### config.mk
export PLATFORM = sky130hd
export DESIGN_NAME = vga_sync_gen_flat
export DESIGN_NICKNAME = d
export VERILOG_FILES = /design/src/rtl/vga_timing_pkg.sv /design/src/rtl/vga_sync_gen_if.sv /design/src/rtl/vga_tick_gen.sv /design/src/rtl/vga_sync_gen.sv /design/src/flat_wrapper.sv
export SDC_FILE = /design/constraint.sdc
export NUM_CORES = 1
export LEC_CHECK = 0
export CAP_MARGIN = 20
export CORE_ASPECT_RATIO = 2
export CORE_MARGIN = 1.5
export CORE_UTILIZATION = 50
export DETAILED_ROUTE_END_ITERATION = 6
export PLACE_DENSITY = 0.76
export SETUP_SLACK_MARGIN = 0.1
export SYNTH_ARGS = -nofsm -noshare
export SYNTH_HDL_FRONTEND = slang
export SYNTH_SLANG_ARGS = --single-unit
### constraint.sdc
create_clock -name clk -period 6.3 [get_ports clk]
set_clock_uncertainty 0.2 [all_clocks]
set_input_delay 1.26 -clock clk [delete_from_list [all_inputs] [get_ports clk]]
set_output_delay 1.26 -clock clk [all_outputs]
set_load 0.01 [all_outputs]
### src/rtl/vga_timing_pkg.sv
// VGA 640x480@60 Hz timing constants, derived sync windows and the shared
// 12-bit RGB palette used by the renderers.
package vga_timing_pkg;

  localparam int unsigned CNT_W = 10;

  typedef logic [CNT_W-1:0] coord_t;
  typedef logic [11:0]      rgb_t;

  // Default horizontal timing, in pixels
  localparam int unsigned DEF_H_DISPLAY = 640;
  localparam int unsigned DEF_H_FRONT   = 16;
  localparam int unsigned DEF_H_SYNC    = 96;
  localparam int unsigned DEF_H_BACK    = 48;

  // Default vertical timing, in lines
  localparam int unsigned DEF_V_DISPLAY = 480;
  localparam int unsigned DEF_V_FRONT   = 10;
  localparam int unsigned DEF_V_SYNC    = 2;
  localparam int unsigned DEF_V_BACK    = 33;

  localparam int unsigned DEF_H_TOTAL =
      DEF_H_DISPLAY + DEF_H_FRONT + DEF_H_SYNC + DEF_H_BACK;
  localparam int unsigned DEF_V_TOTAL =
      DEF_V_DISPLAY + DEF_V_FRONT + DEF_V_SYNC + DEF_V_BACK;

  localparam int unsigned DEF_HS_START = DEF_H_DISPLAY + DEF_H_FRONT;
  localparam int unsigned DEF_HS_END   = DEF_HS_START + DEF_H_SYNC - 1;
  localparam int unsigned DEF_VS_START = DEF_V_DISPLAY + DEF_V_FRONT;
  localparam int unsigned DEF_VS_END   = DEF_VS_START + DEF_V_SYNC - 1;

  // Shared renderer palette (4 bits per channel, R:G:B)
  localparam rgb_t RGB_BLACK  = 12'h000;
  localparam rgb_t RGB_WHITE  = 12'hFFF;
  localparam rgb_t RGB_RED    = 12'hF00;
  localparam rgb_t RGB_GREEN  = 12'h0F0;
  localparam rgb_t RGB_BLUE   = 12'h00F;
  localparam rgb_t RGB_ORANGE = 12'hF80;
  localparam rgb_t RGB_BROWN  = 12'h840;
  localparam rgb_t RGB_GREY   = 12'h888;

  // Inclusive window test on full-width coordinates
  function automatic logic in_window(coord_t v, coord_t lo, coord_t hi);
    return (v >= lo) && (v <= hi);
  endfunction

endpackage

### src/rtl/vga_sync_gen_if.sv
// Pixel interface between the sync generator (master) and the renderers
// (slave). With VGA_SYNC_FRAME_CNT_EN defined it also carries frame_cnt.
interface vga_sync_gen_if;
  import vga_timing_pkg::*;

  logic   p_tick;
  coord_t pixel_x;
  coord_t pixel_y;
  logic   video_on;
  logic   hsync;
  logic   vsync;
  logic   frame_start;
`ifdef VGA_SYNC_FRAME_CNT_EN
  logic [15:0] frame_cnt;

  modport master (
    output p_tick, pixel_x, pixel_y, video_on, hsync, vsync, frame_start, frame_cnt
  );
  modport slave (
    input p_tick, pixel_x, pixel_y, video_on, hsync, vsync, frame_start, frame_cnt
  );
`else
  modport master (
    output p_tick, pixel_x, pixel_y, video_on, hsync, vsync, frame_start
  );
  modport slave (
    input p_tick, pixel_x, pixel_y, video_on, hsync, vsync, frame_start
  );
`endif

endinterface

### src/rtl/vga_tick_gen.sv
// Pixel-rate divider: counts 0..CLK_DIV-1 and emits a registered one-clock
// tick in the clock after the count wraps. wrap is the combinational
// "advance now" strobe for logic that must move on the same edge the tick rises.
module vga_tick_gen #(
  parameter int unsigned CLK_DIV = 4
) (
  input  logic clk,
  input  logic reset,
  output logic tick,
  output logic wrap
);

  localparam int unsigned CntW = (CLK_DIV > 1) ? $clog2(CLK_DIV) : 1;
  localparam logic [CntW-1:0] CntMax = CntW'(CLK_DIV - 1);

  logic [CntW-1:0] div_cnt_q, div_cnt_d;
  logic            tick_q;

  assign wrap = (div_cnt_q == CntMax);
  assign tick = tick_q;

  // Next divider count, wrapping at CLK_DIV-1
  always_comb begin
    div_cnt_d = wrap ? '0 : div_cnt_q + CntW'(1);
  end

  // Divider and tick registers, synchronous reset
  always_ff @(posedge clk) begin
    if (reset) begin
      div_cnt_q <= '0;
      tick_q    <= 1'b0;
    end else begin
      div_cnt_q <= div_cnt_d;
      tick_q    <= wrap;
    end
  end

endmodule

### src/rtl/vga_sync_gen.sv
// VGA raster timing generator: pixel tick, x/y counters, hsync, vsync,
// video_on and frame_start, all registered and mutually aligned.
// Optional feature: define VGA_SYNC_FRAME_CNT_EN to add a 16-bit frame counter.
module vga_sync_gen
  import vga_timing_pkg::*;
#(
  parameter int unsigned CLK_DIV   = 4,
  parameter int unsigned H_DISPLAY = DEF_H_DISPLAY,
  parameter int unsigned H_FRONT   = DEF_H_FRONT,
  parameter int unsigned H_SYNC    = DEF_H_SYNC,
  parameter int unsigned H_BACK    = DEF_H_BACK,
  parameter int unsigned V_DISPLAY = DEF_V_DISPLAY,
  parameter int unsigned V_FRONT   = DEF_V_FRONT,
  parameter int unsigned V_SYNC    = DEF_V_SYNC,
  parameter int unsigned V_BACK    = DEF_V_BACK
) (
  input logic           clk,
  input logic           reset,
  vga_sync_gen_if.master vga
);

  localparam int unsigned HTotal = H_DISPLAY + H_FRONT + H_SYNC + H_BACK;
  localparam int unsigned VTotal = V_DISPLAY + V_FRONT + V_SYNC + V_BACK;

  localparam coord_t HMax    = CNT_W'(HTotal - 1);
  localparam coord_t VMax    = CNT_W'(VTotal - 1);
  localparam coord_t HDisp   = CNT_W'(H_DISPLAY);
  localparam coord_t VDisp   = CNT_W'(V_DISPLAY);
  localparam coord_t HsStart = CNT_W'(H_DISPLAY + H_FRONT);
  localparam coord_t HsEnd   = CNT_W'(H_DISPLAY + H_FRONT + H_SYNC - 1);
  localparam coord_t VsStart = CNT_W'(V_DISPLAY + V_FRONT);
  localparam coord_t VsEnd   = CNT_W'(V_DISPLAY + V_FRONT + V_SYNC - 1);

  // Elaboration-time sanity checks on the timing parameters
  if (CLK_DIV < 2) begin : g_bad_clk_div
    $error("vga_sync_gen: CLK_DIV must be >= 2");
  end
  if (HTotal >= 1024 || VTotal >= 1024) begin : g_bad_total
    $error("vga_sync_gen: timing totals must be < 1024");
  end

  logic   p_tick;
  logic   adv;
  coord_t x_q, x_d;
  coord_t y_q, y_d;
  logic   hsync_q, hsync_d;
  logic   vsync_q, vsync_d;
  logic   video_on_q, video_on_d;
  logic   frame_start_q, frame_start_d;

  vga_tick_gen #(
    .CLK_DIV (CLK_DIV)
  ) u_tick_gen (
    .clk   (clk),
    .reset (reset),
    .tick  (p_tick),
    .wrap  (adv)
  );

  // Next raster position; syncs and video_on decode from the next position so
  // they land in the same clock as the counters
  always_comb begin
    x_d           = x_q;
    y_d           = y_q;
    frame_start_d = 1'b0;
    if (adv) begin
      if (x_q == HMax) begin
        x_d = '0;
        if (y_q == VMax) begin
          y_d           = '0;
          frame_start_d = 1'b1;
        end else begin
          y_d = y_q + CNT_W'(1);
        end
      end else begin
        x_d = x_q + CNT_W'(1);
      end
    end
    hsync_d    = ~in_window(x_d, HsStart, HsEnd);
    vsync_d    = ~in_window(y_d, VsStart, VsEnd);
    video_on_d = (x_d < HDisp) && (y_d < VDisp);
  end

  // Raster state registers, synchronous reset
  always_ff @(posedge clk) begin
    if (reset) begin
      x_q           <= '0;
      y_q           <= '0;
      hsync_q       <= 1'b1;
      vsync_q       <= 1'b1;
      video_on_q    <= 1'b1;
      frame_start_q <= 1'b0;
    end else begin
      x_q           <= x_d;
      y_q           <= y_d;
      hsync_q       <= hsync_d;
      vsync_q       <= vsync_d;
      video_on_q    <= video_on_d;
      frame_start_q <= frame_start_d;
    end
  end

`ifdef VGA_SYNC_FRAME_CNT_EN
  logic [15:0] frame_cnt_q, frame_cnt_d;

  // Frame counter steps with frame_start and wraps naturally at 16 bits
  always_comb begin
    frame_cnt_d = frame_start_d ? frame_cnt_q + 16'd1 : frame_cnt_q;
  end

  // Frame counter register
  always_ff @(posedge clk) begin
    if (reset) begin
      frame_cnt_q <= '0;
    end else begin
      frame_cnt_q <= frame_cnt_d;
    end
  end

  assign vga.frame_cnt = frame_cnt_q;
`endif

  assign vga.p_tick      = p_tick;
  assign vga.pixel_x     = x_q;
  assign vga.pixel_y     = y_q;
  assign vga.video_on    = video_on_q;
  assign vga.hsync       = hsync_q;
  assign vga.vsync       = vsync_q;
  assign vga.frame_start = frame_start_q;

endmodule

### src/flat_wrapper.sv
// flat-port wrapper written by rule: the top's interface ports become plain ports
module vga_sync_gen_flat import vga_timing_pkg::*;
#(
  parameter int unsigned CLK_DIV   = 4,
  parameter int unsigned H_DISPLAY = DEF_H_DISPLAY,
  parameter int unsigned H_FRONT   = DEF_H_FRONT,
  parameter int unsigned H_SYNC    = DEF_H_SYNC,
  parameter int unsigned H_BACK    = DEF_H_BACK,
  parameter int unsigned V_DISPLAY = DEF_V_DISPLAY,
  parameter int unsigned V_FRONT   = DEF_V_FRONT,
  parameter int unsigned V_SYNC    = DEF_V_SYNC,
  parameter int unsigned V_BACK    = DEF_V_BACK
)
  (clk, reset, vga_p_tick, vga_pixel_x, vga_pixel_y, vga_video_on, vga_hsync, vga_vsync, vga_frame_start);
  vga_sync_gen_if vga_i ();
  input logic clk;
  input logic reset;
  output wire logic [$bits(vga_i.p_tick)-1:0] vga_p_tick;
  output wire logic [$bits(vga_i.pixel_x)-1:0] vga_pixel_x;
  output wire logic [$bits(vga_i.pixel_y)-1:0] vga_pixel_y;
  output wire logic [$bits(vga_i.video_on)-1:0] vga_video_on;
  output wire logic [$bits(vga_i.hsync)-1:0] vga_hsync;
  output wire logic [$bits(vga_i.vsync)-1:0] vga_vsync;
  output wire logic [$bits(vga_i.frame_start)-1:0] vga_frame_start;
  assign vga_p_tick = vga_i.p_tick;
  assign vga_pixel_x = vga_i.pixel_x;
  assign vga_pixel_y = vga_i.pixel_y;
  assign vga_video_on = vga_i.video_on;
  assign vga_hsync = vga_i.hsync;
  assign vga_vsync = vga_i.vsync;
  assign vga_frame_start = vga_i.frame_start;
  vga_sync_gen #(.CLK_DIV(CLK_DIV), .H_DISPLAY(H_DISPLAY), .H_FRONT(H_FRONT), .H_SYNC(H_SYNC), .H_BACK(H_BACK), .V_DISPLAY(V_DISPLAY), .V_FRONT(V_FRONT), .V_SYNC(V_SYNC), .V_BACK(V_BACK)) u_core (.clk(clk), .reset(reset), .vga(vga_i));
endmodule
* After elaboration in Yosys (flattened, before gate mapping)
Cells that the tools add are included.
Operators by class: add/sub/neg operators 3, multiply operators 0, divide/modulo/power cells 0, $lt $le $gt $ge 6, equality and inequality tests 3, shifts and indexed selects 0, multiplexer cells 6, bitwise gates (word level) 4, reductions and logical operators 5
Operators with widths (count):
- 10-bit two-way mux | 5
- 10-bit by 1-bit adder with 10-bit output, second input constant | 2
- 10-bit equality test, second input constant | 2
- 10-bit greater-or-equal comparator, second input constant | 1
- 10-bit by 9-bit greater-or-equal comparator with 1-bit output, second input constant | 1
- 10-bit <= comparator, second input constant | 1
- 10-bit by 9-bit <= comparator with 1-bit output, second input constant | 1
- 10-bit < comparator, second input constant | 1
- 10-bit by 9-bit < comparator with 1-bit output, second input constant | 1
- 1-bit inverter | 4
- 1-bit logical AND | 3
- 3-bit OR reduction | 1
- 2-bit by 1-bit adder with 2-bit output, second input constant | 1
- 2-bit equality test, second input constant | 1
- 2-bit OR reduction | 1
- 1-bit two-way mux | 1
Word-level totals: register bits after elaboration 27, bits in latches 0, memory bits (writable) 0, memory bits (read-only) 0, bits of input ports 2, output and inout bits 25, word-level logic and storage cells 35, memories 0

* Logic depth before layout (Yosys ltp)
Gate-level depths: netlist (run 1).
word-level depth 7, depth in mapped cells 9, gate-level depth less buffers 6

* By module
Synthesis (run 1) repeated with hierarchy kept, for this count alone.
Unflattened totals: cells, all modules 147, area, all modules 1317.5 µm²
Modules (own cells, without submodules):
- vga_sync_gen | instances 1, cells each 140, area an instance 1213.7 µm², seq. area each 480.5 µm²
- vga_tick_gen | instances 1, cells each 7, area an instance 103.8 µm², seq. area each 60.1 µm²

* Worst setup path before layout (run 1)
Ideal clock, no wire load.
path kind register to register, from reg u_core.x_q[6] (netlist: u_core.vga.pixel_x[6]), to reg u_core.video_on_q (netlist: u_core.vga.video_on), setup time 88 ps, data arrival time 1934 ps, data required time 6012 ps, path slack 4078 ps, stages on the path, launching flop included 7, path buffers 1, period minus slack after synthesis 2222 ps, cell sequence dfxtp_1 buf_2 nor4b_4 nand4_4 or4_4 and2_4 a311oi_2
On the way: longest elaborated chain between the ends 5, elaborated cells between the ends (all ways) 9, classes of those cells add/sub: 1; order compare: 2; eq/ne: 1; mux: 4; reduce/logical: 1
RTL lines:
- start: declaration | RTL line vga_sync_gen.sv:44 | coord_t x_q, x_d;
- start signal: assignment | RTL line vga_sync_gen.sv:87 | x_q <= '0;
- start signal: assignment | RTL line vga_sync_gen.sv:94 | x_q <= x_d;
- 10-bit by 1-bit adder with 10-bit output or 10-bit equality test (tied branches) | RTL line vga_sync_gen.sv:76, vga_sync_gen.sv:67
- 10-bit two-way mux | RTL line vga_sync_gen.sv:67 | if (x_q == HMax) begin
- 10-bit two-way mux | RTL line vga_sync_gen.sv:66 | if (adv) begin
- 10-bit < comparator or 10-bit by 9-bit < comparator with 1-bit output (tied branches) | RTL line vga_sync_gen.sv:81 | video_on_d = (x_d < HDisp) && (y_d < VDisp);
- 1-bit logical AND * | RTL line vga_sync_gen.sv:81
- end signal: assignment | RTL line vga_sync_gen.sv:98 | video_on_q <= video_on_d;
- end: declaration | RTL line vga_sync_gen.sv:48 | logic video_on_q, video_on_d;
Every way passes the cells marked *; elsewhere a longest branch is shown, timed or not. A chain may end at the register's enable or synchronous reset.

==> results of run 1 <==
cell type report:
class,instances,share of cell area (%)
clock buffers,4,2.50
flip-flops and latches,27,30.0
well taps,30,2.08
inverters,7,1.46
repair buffers,26,14.5
multi-input cells,132,49.5
critical path: cells and delay by family:
kind / cells / cell delay (ns)
buffers and inverters: 2 / 1.10
AO/OA/AOI/OAI: 3 / 0.62
cell usage in the layout (no fill, tap or decap), types with 3 or more instances in the layout:
cell type / Yosys / routed
dfxtp_1: 27 / 27
clkdlybuf4s50_1: 0 / 26
nor2_1: 17 / 17
nand4_1: 11 / 11
nor3_1: 11 / 11
nand3_1: 9 / 9
xnor2_1: 9 / 9
inv_1: 7 / 7
nand2_1: 7 / 7
xor2_1: 7 / 7
o21ai_0: 6 / 6
a21oi_1: 5 / 5
nor4_1: 4 / 4
ha_1: 4 / 4
a22oi_1: 3 / 3
nand2b_1: 3 / 3
clkbuf_8: 3 / 3
flip-flops by register name (all words and copies together), names as in the netlist:
name / flops
u_core.vga.pixel_x: 10
u_core.vga.vsync: 1
u_core.u_tick_gen.tick: 1
u_core.vga.video_on: 1
u_core.vga.frame_start: 1
u_core.u_tick_gen.div_cnt_q: 2
u_core.vga.hsync: 1
u_core.vga.pixel_y: 10
worst max-delay path by stage:
stage	from	to	cells past startpoint
6_report	reset	u_core.vga.video_on$_SDFF_PP1_	5
5_1_grt	reset	u_core.vga.video_on$_SDFF_PP1_	5
4_1_cts	reset	u_core.vga.video_on$_SDFF_PP1_	5
3_5_place_dp	reset	u_core.vga.video_on$_SDFF_PP1_	5
3_3_place_gp	reset	u_core.vga.video_on$_SDFF_PP1_	5
2_1_floorplan	u_core.vga.pixel_x[6]$_SDFF_PP0_	u_core.vga.video_on$_SDFF_PP1_	6
logic make-up after synthesis:
kind of cell	after synthesis
buffers and inverters	21
DFF	27
muxes	1
adders and majority gates	4
AOI/OAI and AO/OA	26
xor gates and xnor gates	16
and+or+nand+nor	85
stage by stage:
step | std cells | worst slack, ns | util, % | total power (W)
after global routing | 226 | 3.17 | 60.5 | 0.000290
final | 226 | 3.30 | 60.5 | 0.000284
after global placement | 222 | 3.11 | 58.9 | 0.000188
after detailed placement | 222 | 2.99 | 58.9 | 0.000189
after CTS | 226 | 3.27 | 60.5 | 0.000284
after floorplan | 180 | 4.08 | - | 0.000187
layer usage:
metal,track usage [%],vias up,routed length [um]
li1,-,677,-
met1,20.9,669,1370
met2,41.1,53,2060
met3,2.39,16,122
met4,15.6,0,199
met5,0,-,0
where the power goes:
part           switching [W]   total, W  leakage [nW]  internal, W
logic             0.00000567  0.0000104         0.343   0.00000469
clock network      0.0000536  0.0000990        0.0228    0.0000453
registers         0.00000174   0.000175         0.218     0.000173
==> flow_summary.yaml, run 1 <==
yosys:
  synth_xor_area_share_pct: 8.96
  netlist_top_cells_area: "dfxtp_1 (35%), xnor2_1 (5.0%), nand4_1 (4.4%)"
  syn_area_um2: 1560
  syn_area_per_cell_um2: 8.69
  synth_warnings: 0
  synth_top_area_cell: "dfxtp_1"
  ys_seq_elements: 27
  synth.distinct_cells: 49
  synthTopCellsByCount: "dfxtp_1 (27), nor2_1 (17), nand4_1 (11), nor3_1 (11)"
  synth_top_family_by_area: "simple AND/OR/NAND/NOR gates"
  synthCells: 180
  synth_nets: 186
  synth.most_common_cell: "dfxtp_1"
  synthSimpleGateAreaFrac_pct: 32.7
  synth_fa_ha_area_share_pct: 3.20
  post-synth-top-area-fraction_pct: 34.6
  synthMuxAreaShare_pct: 0.640
  synth_edf_count: 0
  ys.flop_type: "dfxtp_1"
  yosysSeqAreaShare_pct: 34.6
  async_reset_ff_share_pct: 0
  synth_compound_gate_area_share_pct: 11.4
power:
  p_per_area_nw_per_um2: 158
  leakagePower_nw: 0.583
  vdd_drop_max_uv: 111
sta:
  setup_viol: 0
  worst_slew_pin_slew_ns: 0.733
  fmax_mhz: 333
  max_slew_margin_pct: 51.0
  rsz0062_at_grt: "false"
  fin_setup_tns_ns: 0
  hold_violations: 0
  min_period_ns: 3.00
  holdWs_ns: 0.230
  fin_crit_sh_pct: 47.7
  maxSlewViolCount: 0
cells_and_area:
  syn2layout_area_growth_pct: 15.1
  drive_gt1_share_pct: 7.14
  stdcell_area_um2: 1800
  antenna_cells: 0
  final_net_count: 203
  seq_area_um2: 541
  num-fill-cells: 259
  multi_input_area_um2: 891
floorplanning:
  fp.dieW_um: 42.5
  core_um2: 2980
  dieArea_um2: 3490
  boundaryPins: 27
  die_h_um: 82.1
  start_util_pct: 52.5
  core.rowCount: 28
clocking:
  cts_resized: 0
  ctsHoldBuffers: 0
  clock_latency_ns: 0.27
  cts_setup_buffers: 0
  cts_buffer_depth: 2
  cts_tree: "yes"
  cts_num_sinks: 27
  cts_made_buffers: 3
  cts_max_level: 1
  clkTransAtPathRegs_ns: 0.09
  root_buffer: "clkbuf_8"
routing:
  vias_per_cell: 6.26
  via_count: 1415
  drt-initial-drc-count: 42
  ant_nets: 0
  drt_wl_total_um: 3750
  wl_per_cell_um: 16.6
  route.detailed.drc: 0
  dr.pass1.iters: 4
worst_setup_path:
  cp-start-kind: "primary input"
  path_class: "primary input to flop"
  slowest_stage: "clkdlybuf4s50_1"
  r2r_start: "u_core.u_tick_gen.div_cnt_q[0]$_SDFF_PP0_"
  crit_path_end_kind: "flop"
  crit_fanout: 20
  slowest_delay_ns: 0.94
  r2r-end: "u_core.vga.vsync$_SDFF_PP1_"
  crit_required_ns: 6.29
  crit_chain: "clkdlybuf4s50_1, inv_1, o21ai_1, a21oi_1, a311oi_2"
  cp_data_arrival_time_ns: 2.99
  ff2ff_path_depth: 6
  rrSetupSlack_ns: 3.73
hold_path:
  hold_depth: 1
  hold_path_class: "flop to flop"
  min_delay_worst_endpoint: "u_core.u_tick_gen.div_cnt_q[0]$_SDFF_PP0_"
  min_from: "u_core.u_tick_gen.div_cnt_q[0]$_SDFF_PP0_"
global_route:
  grt_pass1_wl_um: 5820
  grt_overflow_total: 0
  grt_pass1_vias: 1308
  grt_util_all_layers_pct: 21.6
  antenna_found_initial: 0
  grt_max_degree: 21
status:
  status: "finished clean"
placement:
  dpl_cell_area_um2: 1760
  gp_congestion: 0.869
  dp_hpwl_um: 2780
  io_buffers: 26
job:
  cap_violations: 0
No activity file was read; power rests on OpenSTA's default activity.
==> run 2, diff against run 1 <==
==> constraint.sdc (replaced) <==
create_clock -name clk -period 2.9 [get_ports clk]
set_clock_uncertainty 0.2 [all_clocks]
set_input_delay 0.58 -clock clk [delete_from_list [all_inputs] [get_ports clk]]
set_output_delay 0.58 -clock clk [all_outputs]
set_load 0.01 [all_outputs]
==> run 2 against run 1 <==
Effect of this change:
- via count decreased by 0.42%
- sequential share of layout area fell by 0.37 points
- final area up 1.3%
- highest routed layer unchanged
==> flow_summary.yaml, run 2 (synthesized netlist as in run 1, its figures left out) <==
status:
  status: "finished clean"
cells_and_area:
  antenna_cells: 0
  fin_util_pct: 61.2
  final_net_count: 206
  drive_gt1_share_pct: 8.54
  final_cell_mix: "dfxtp_1 (27), clkdlybuf4s50_1 (26), nor2_1 (17)"
  final_common_cell: "dfxtp_1"
  num-fill-cells: 264
  layoutNonFillerInstCount: 229
  stdcell_area_um2: 1820
  syn2layout_area_growth_pct: 16.6
placement:
  dp_hpwl_um: 2710
  pre_cts_slack_ns: 0.453
  gp_congestion: 0.883
  dpl_cell_area_um2: 1780
  io_buffers: 26
  dp_cells: 225
global_route:
  met2_usage_pct: 43.4
  grt_use_met3_pct: 1.96
  grt-busiest-layer: "met2"
  grt_pass1_wl_um: 6050
  antenna_found_initial: 0
  grt_pass1_vias: 1348
  grt_util_all_layers_pct: 22.3
  grt_max_degree: 19
  grt_overflow_total: 0
  grt_use_met1_pct: 22.9
sta:
  min_period_ns: 2.47
  worst_slew_pin_slew_ns: 0.525
  fin_setup_tns_ns: 0
  setup_viol: 0
  fmax_mhz: 405
  fin_crit_sh_pct: 85.2
  hold_violations: 0
  maxSlewViolCount: 0
  rsz0062_at_grt: "false"
  timing.final.ws_setup_ns: 0.430
  max_slew_margin_pct: 64.1
clocking:
  cts_resized: 0
  cts_max_level: 1
  cts_tree: "yes"
  clock_latency_ns: 0.27
  clkTransAtPathRegs_ns: 0.09
  ctsHoldBuffers: 0
  root_buffer: "clkbuf_8"
  cts_setup_buffers: 0
  cts_buffer_depth: 2
  cts_num_sinks: 27
  cts_made_buffers: 3
worst_setup_path:
  crit_fanout: 12
  crit_required_ns: 2.89
  path_class: "flop to flop"
  crit_path_end_kind: "flop"
  cp-start-kind: "flop"
  cp_data_arrival_time_ns: 2.46
power:
  vdd_drop_max_uv: 271
  leakagePower_nw: 0.598
  p_per_area_nw_per_um2: 338
floorplanning:
  core_um2: 2980
  fp.dieW_um: 42.5
  die_h_um: 82.1
  start_util_pct: 52.5
  core.rowCount: 28
  boundaryPins: 27
  dieArea_um2: 3490
routing:
  route.detailed.drc: 0
  via_count: 1409
  drt-initial-drc-count: 41
  dr.pass1.iters: 5
  drt_wl_total_um: 3680
  ant_nets: 0
  wl_per_cell_um: 16.1
  vias_per_cell: 6.15
job:
  cap_violations: 0
hold_path:
  hold_path_class: "flop to flop"
==> run 2: cell types whose count changed in the layout (fill, tap and decap cells not counted), sizes merged <==
cell / change
buf: +3
==> run 2: layer usage <==
metal  vias to the layer above  share of wire (%)
met5                         -                  0
met4                         0                3.3
met3                        10                3.8
met2                        52                 56
met1                       659                 37
li1                        688                  -
==> run 2: layout make-up <==
cell class	count	area, um2	share of cell area [%]
clock buffer	4	45.0	2.47
timing repair buffer	29	283	15.5
inverter	7	26.3	1.44
multi-input combinational	132	891	48.9
sequential	27	541	29.6
tap	30	37.5	2.06
==> run 2: metrics by stage <==
stage | total power [W] | hold WS (ns)
after floorplan | 0.000405 | 0.204
after global placement | 0.000412 | 0.211
after detailed placement | 0.000415 | 0.236
after CTS | 0.000621 | 0.249
after global routing | 0.000640 | 0.262
final | 0.000617 | 0.242
==> run 2: critical path, stage by stage, from the launching register on <==
cell	delay, ns
dfxtp_1	0.35
ha_1	0.34
and4_4	0.37
nand4_4	0.17
or4_4	0.54
and2_4	0.18
a311oi_2	0.24
==> run 2: worst paths after layout <==
check	startpoint	to	slack, ns	cells past startpoint
max reg2reg	u_core.u_tick_gen.div_cnt_q[0]$_SDFF_PP0_	u_core.vga.video_on$_SDFF_PP1_	0.43	6
max	u_core.u_tick_gen.div_cnt_q[0]$_SDFF_PP0_	u_core.vga.video_on$_SDFF_PP1_	0.43	6
min	u_core.u_tick_gen.div_cnt_q[0]$_SDFF_PP0_	u_core.u_tick_gen.div_cnt_q[0]$_SDFF_PP0_	0.24	1
min reg2reg	u_core.u_tick_gen.div_cnt_q[0]$_SDFF_PP0_	u_core.u_tick_gen.div_cnt_q[0]$_SDFF_PP0_	0.24	1
==> run 2: power breakdown <==
group          total (W)  switching, W  internal (W)
Combinational  0.0000255     0.0000133     0.0000122
Clock           0.000212      0.000113     0.0000982
Sequential      0.000380    0.00000398      0.000376
==> run 3, diff against run 2 <==
==> constraint.sdc (replaced) <==
create_clock -name clk -period 2.5 [get_ports clk]
set_clock_uncertainty 0.2 [all_clocks]
set_input_delay 0.5 -clock clk [delete_from_list [all_inputs] [get_ports clk]]
set_output_delay 0.5 -clock clk [all_outputs]
set_load 0.01 [all_outputs]
==> run 3 against run 2 <==
Effect of this change:
- setup slack got worse by 0.19 ns
- sequential power increased by 16%
- global-route usage rose by 0.95 points
- die area stayed put
- routed wire length up 2.3%
- largest cell class unchanged
==> flow_summary.yaml, run 3 (synthesized netlist as in run 1, its figures left out) <==
clocking:
  cts_made_buffers: 3
  cts_buffer_depth: 2
  clock_latency_ns: 0.27
  ctsHoldBuffers: 0
  cts_tree: "yes"
  cts_setup_buffers: 0
  cts_max_level: 1
  clkTransAtPathRegs_ns: 0.10
  cts_num_sinks: 27
  root_buffer: "clkbuf_8"
hold_path:
  min_from: "u_core.u_tick_gen.div_cnt_q[0]$_SDFF_PP0_"
  min_delay_worst_endpoint: "u_core.u_tick_gen.div_cnt_q[0]$_SDFF_PP0_"
  hold_path_class: "flop to flop"
  hold_depth: 1
cells_and_area:
  final_cell_mix: "clkdlybuf4s50_1 (26), dfxtp_1 (26), nor2_1 (17)"
  final_net_count: 212
  stdcell_area_um2: 1870
  num-fill-cells: 250
  fin_util_pct: 62.9
  antenna_cells: 0
  syn2layout_area_growth_pct: 19.8
  drive_gt1_share_pct: 12.2
worst_setup_path:
  cp-start-kind: "flop"
  cp_data_arrival_time_ns: 2.25
  r2r-end: "u_core.vga.video_on$_SDFF_PP1_"
  crit_required_ns: 2.49
  crit_fanout: 12
  ff2ff_path_depth: 6
  path_class: "flop to flop"
  r2r_start: "u_core.u_tick_gen.div_cnt_q[0]$_SDFF_PP0_"
  rrSetupSlack_ns: 0.24
  crit_path_end_kind: "flop"
routing:
  drt_wl_total_um: 3770
  drt-initial-drc-count: 46
  via_count: 1480
  ant_nets: 0
  vias_per_cell: 6.30
  dr.pass1.iters: 4
  wl_per_cell_um: 16.0
  route.detailed.drc: 0
placement:
  dp_hpwl_um: 2840
  io_buffers: 26
  pre_cts_slack_ns: 0.165
  dpl_cell_area_um2: 1820
  gp_congestion: 0.933
sta:
  timing.final.ws_setup_ns: 0.238
  min_period_ns: 2.26
  max_slew_margin_pct: 73.0
  fin_crit_sh_pct: 90.5
  rsz0062_at_grt: "false"
  fin_setup_tns_ns: 0
  fmax_mhz: 442
  worst_slew_pin_slew_ns: 0.402
  setup_viol: 0
  hold_violations: 0
  maxSlewViolCount: 0
global_route:
  grt_pass1_wl_um: 6210
  antenna_found_initial: 0
  grt_overflow_total: 0
  grt_util_all_layers_pct: 23.2
  grt_max_degree: 17
  grt_pass1_vias: 1413
floorplanning:
  core_um2: 2980
  boundaryPins: 27
  dieArea_um2: 3490
  core.rowCount: 28
  start_util_pct: 52.5
  die_h_um: 82.1
  fp.dieW_um: 42.5
power:
  p_per_area_nw_per_um2: 387
  finalPower_w: 0.000725
  vdd_drop_max_uv: 375
  leakagePower_nw: 0.634
status:
  status: "finished clean"
job:
  cap_violations: 0
-- run 3: cell count changes in the layout (fill, tap and decap cells not counted) --
cell and change:
and4_4 +1, a2111oi_1 +1, dfxtp_2 +1, and4_2 -1, dfxtp_1 -1, clkinv_2 +1
clkbuf_1 -1, a2111oi_0 -1, buf_4 +6
-- run 3: stage by stage --
| step | cells | hold WS, ns |
|---|---|---|
| floorplan | 180 | 0.204 |
| global placement | 231 | 0.211 |
| detailed placement | 231 | 0.226 |
| CTS | 235 | 0.240 |
| global route | 235 | 0.247 |
| finish | 235 | 0.240 |
-- run 3: layout make-up --
type,count,area (um2),share of cell area [%]
inverter,7,26.3,1.40
clock buffer,3,41.3,2.20
tap,30,37.5,2.00
sequential,27,542,28.9
clock inverter,1,5.00,0.267
timing repair buffer,35,328,17.5
multi-input combinational,132,893,47.7
-- run 3: worst max-delay path: stages, from the launching register on --
cell and delay, ns:
dfxtp_1 0.35, ha_1 0.26, and4_4 0.34, nand4_4 0.11, or4_4 0.50, and2_4 0.18
a311oi_2 0.23
-- run 3: worst max-delay path by stage --
stage                                              startpoint                             end  slack [ns]  cells past startpoint
floorplan                    u_core.vga.pixel_x[6]$_SDFF_PP0_  u_core.vga.video_on$_SDFF_PP1_        0.28                      6
finish              u_core.u_tick_gen.div_cnt_q[0]$_SDFF_PP0_  u_core.vga.video_on$_SDFF_PP1_        0.24                      6
detailed placement           u_core.vga.pixel_x[1]$_SDFF_PP0_  u_core.vga.video_on$_SDFF_PP1_        0.17                      6
CTS                          u_core.vga.pixel_x[1]$_SDFF_PP0_  u_core.vga.video_on$_SDFF_PP1_        0.13                      6
global placement             u_core.vga.pixel_x[1]$_SDFF_PP0_  u_core.vga.video_on$_SDFF_PP1_        0.29                      6
global route        u_core.u_tick_gen.div_cnt_q[0]$_SDFF_PP0_  u_core.vga.video_on$_SDFF_PP1_        0.15                      6
-- run 3: metal layers --
layer  GRT usage [%]  vias to the layer above  share of wire [%]  wire length, um
met5               0                        -                  0                0
met4            15.6                        0                4.1              153
met3            2.61                       18                3.7              140
met2            44.9                       52                 56             2110
met1            22.1                      719                 36             1360
li1                -                      691                  -                -
-- run 3: power breakdown --
part | total (W) | internal, W | switching, W
registers | 0.000439 | 0.000436 | 0.00000291
clock network | 0.000251 | 0.000112 | 0.000139
logic | 0.0000349 | 0.0000168 | 0.0000181
-- run 3: repair_timing --
action	in CTS	in global routing
hold endpoints to repair	0	0
endpoints found under the setup margin	0	2
gates resized for setup	0	3
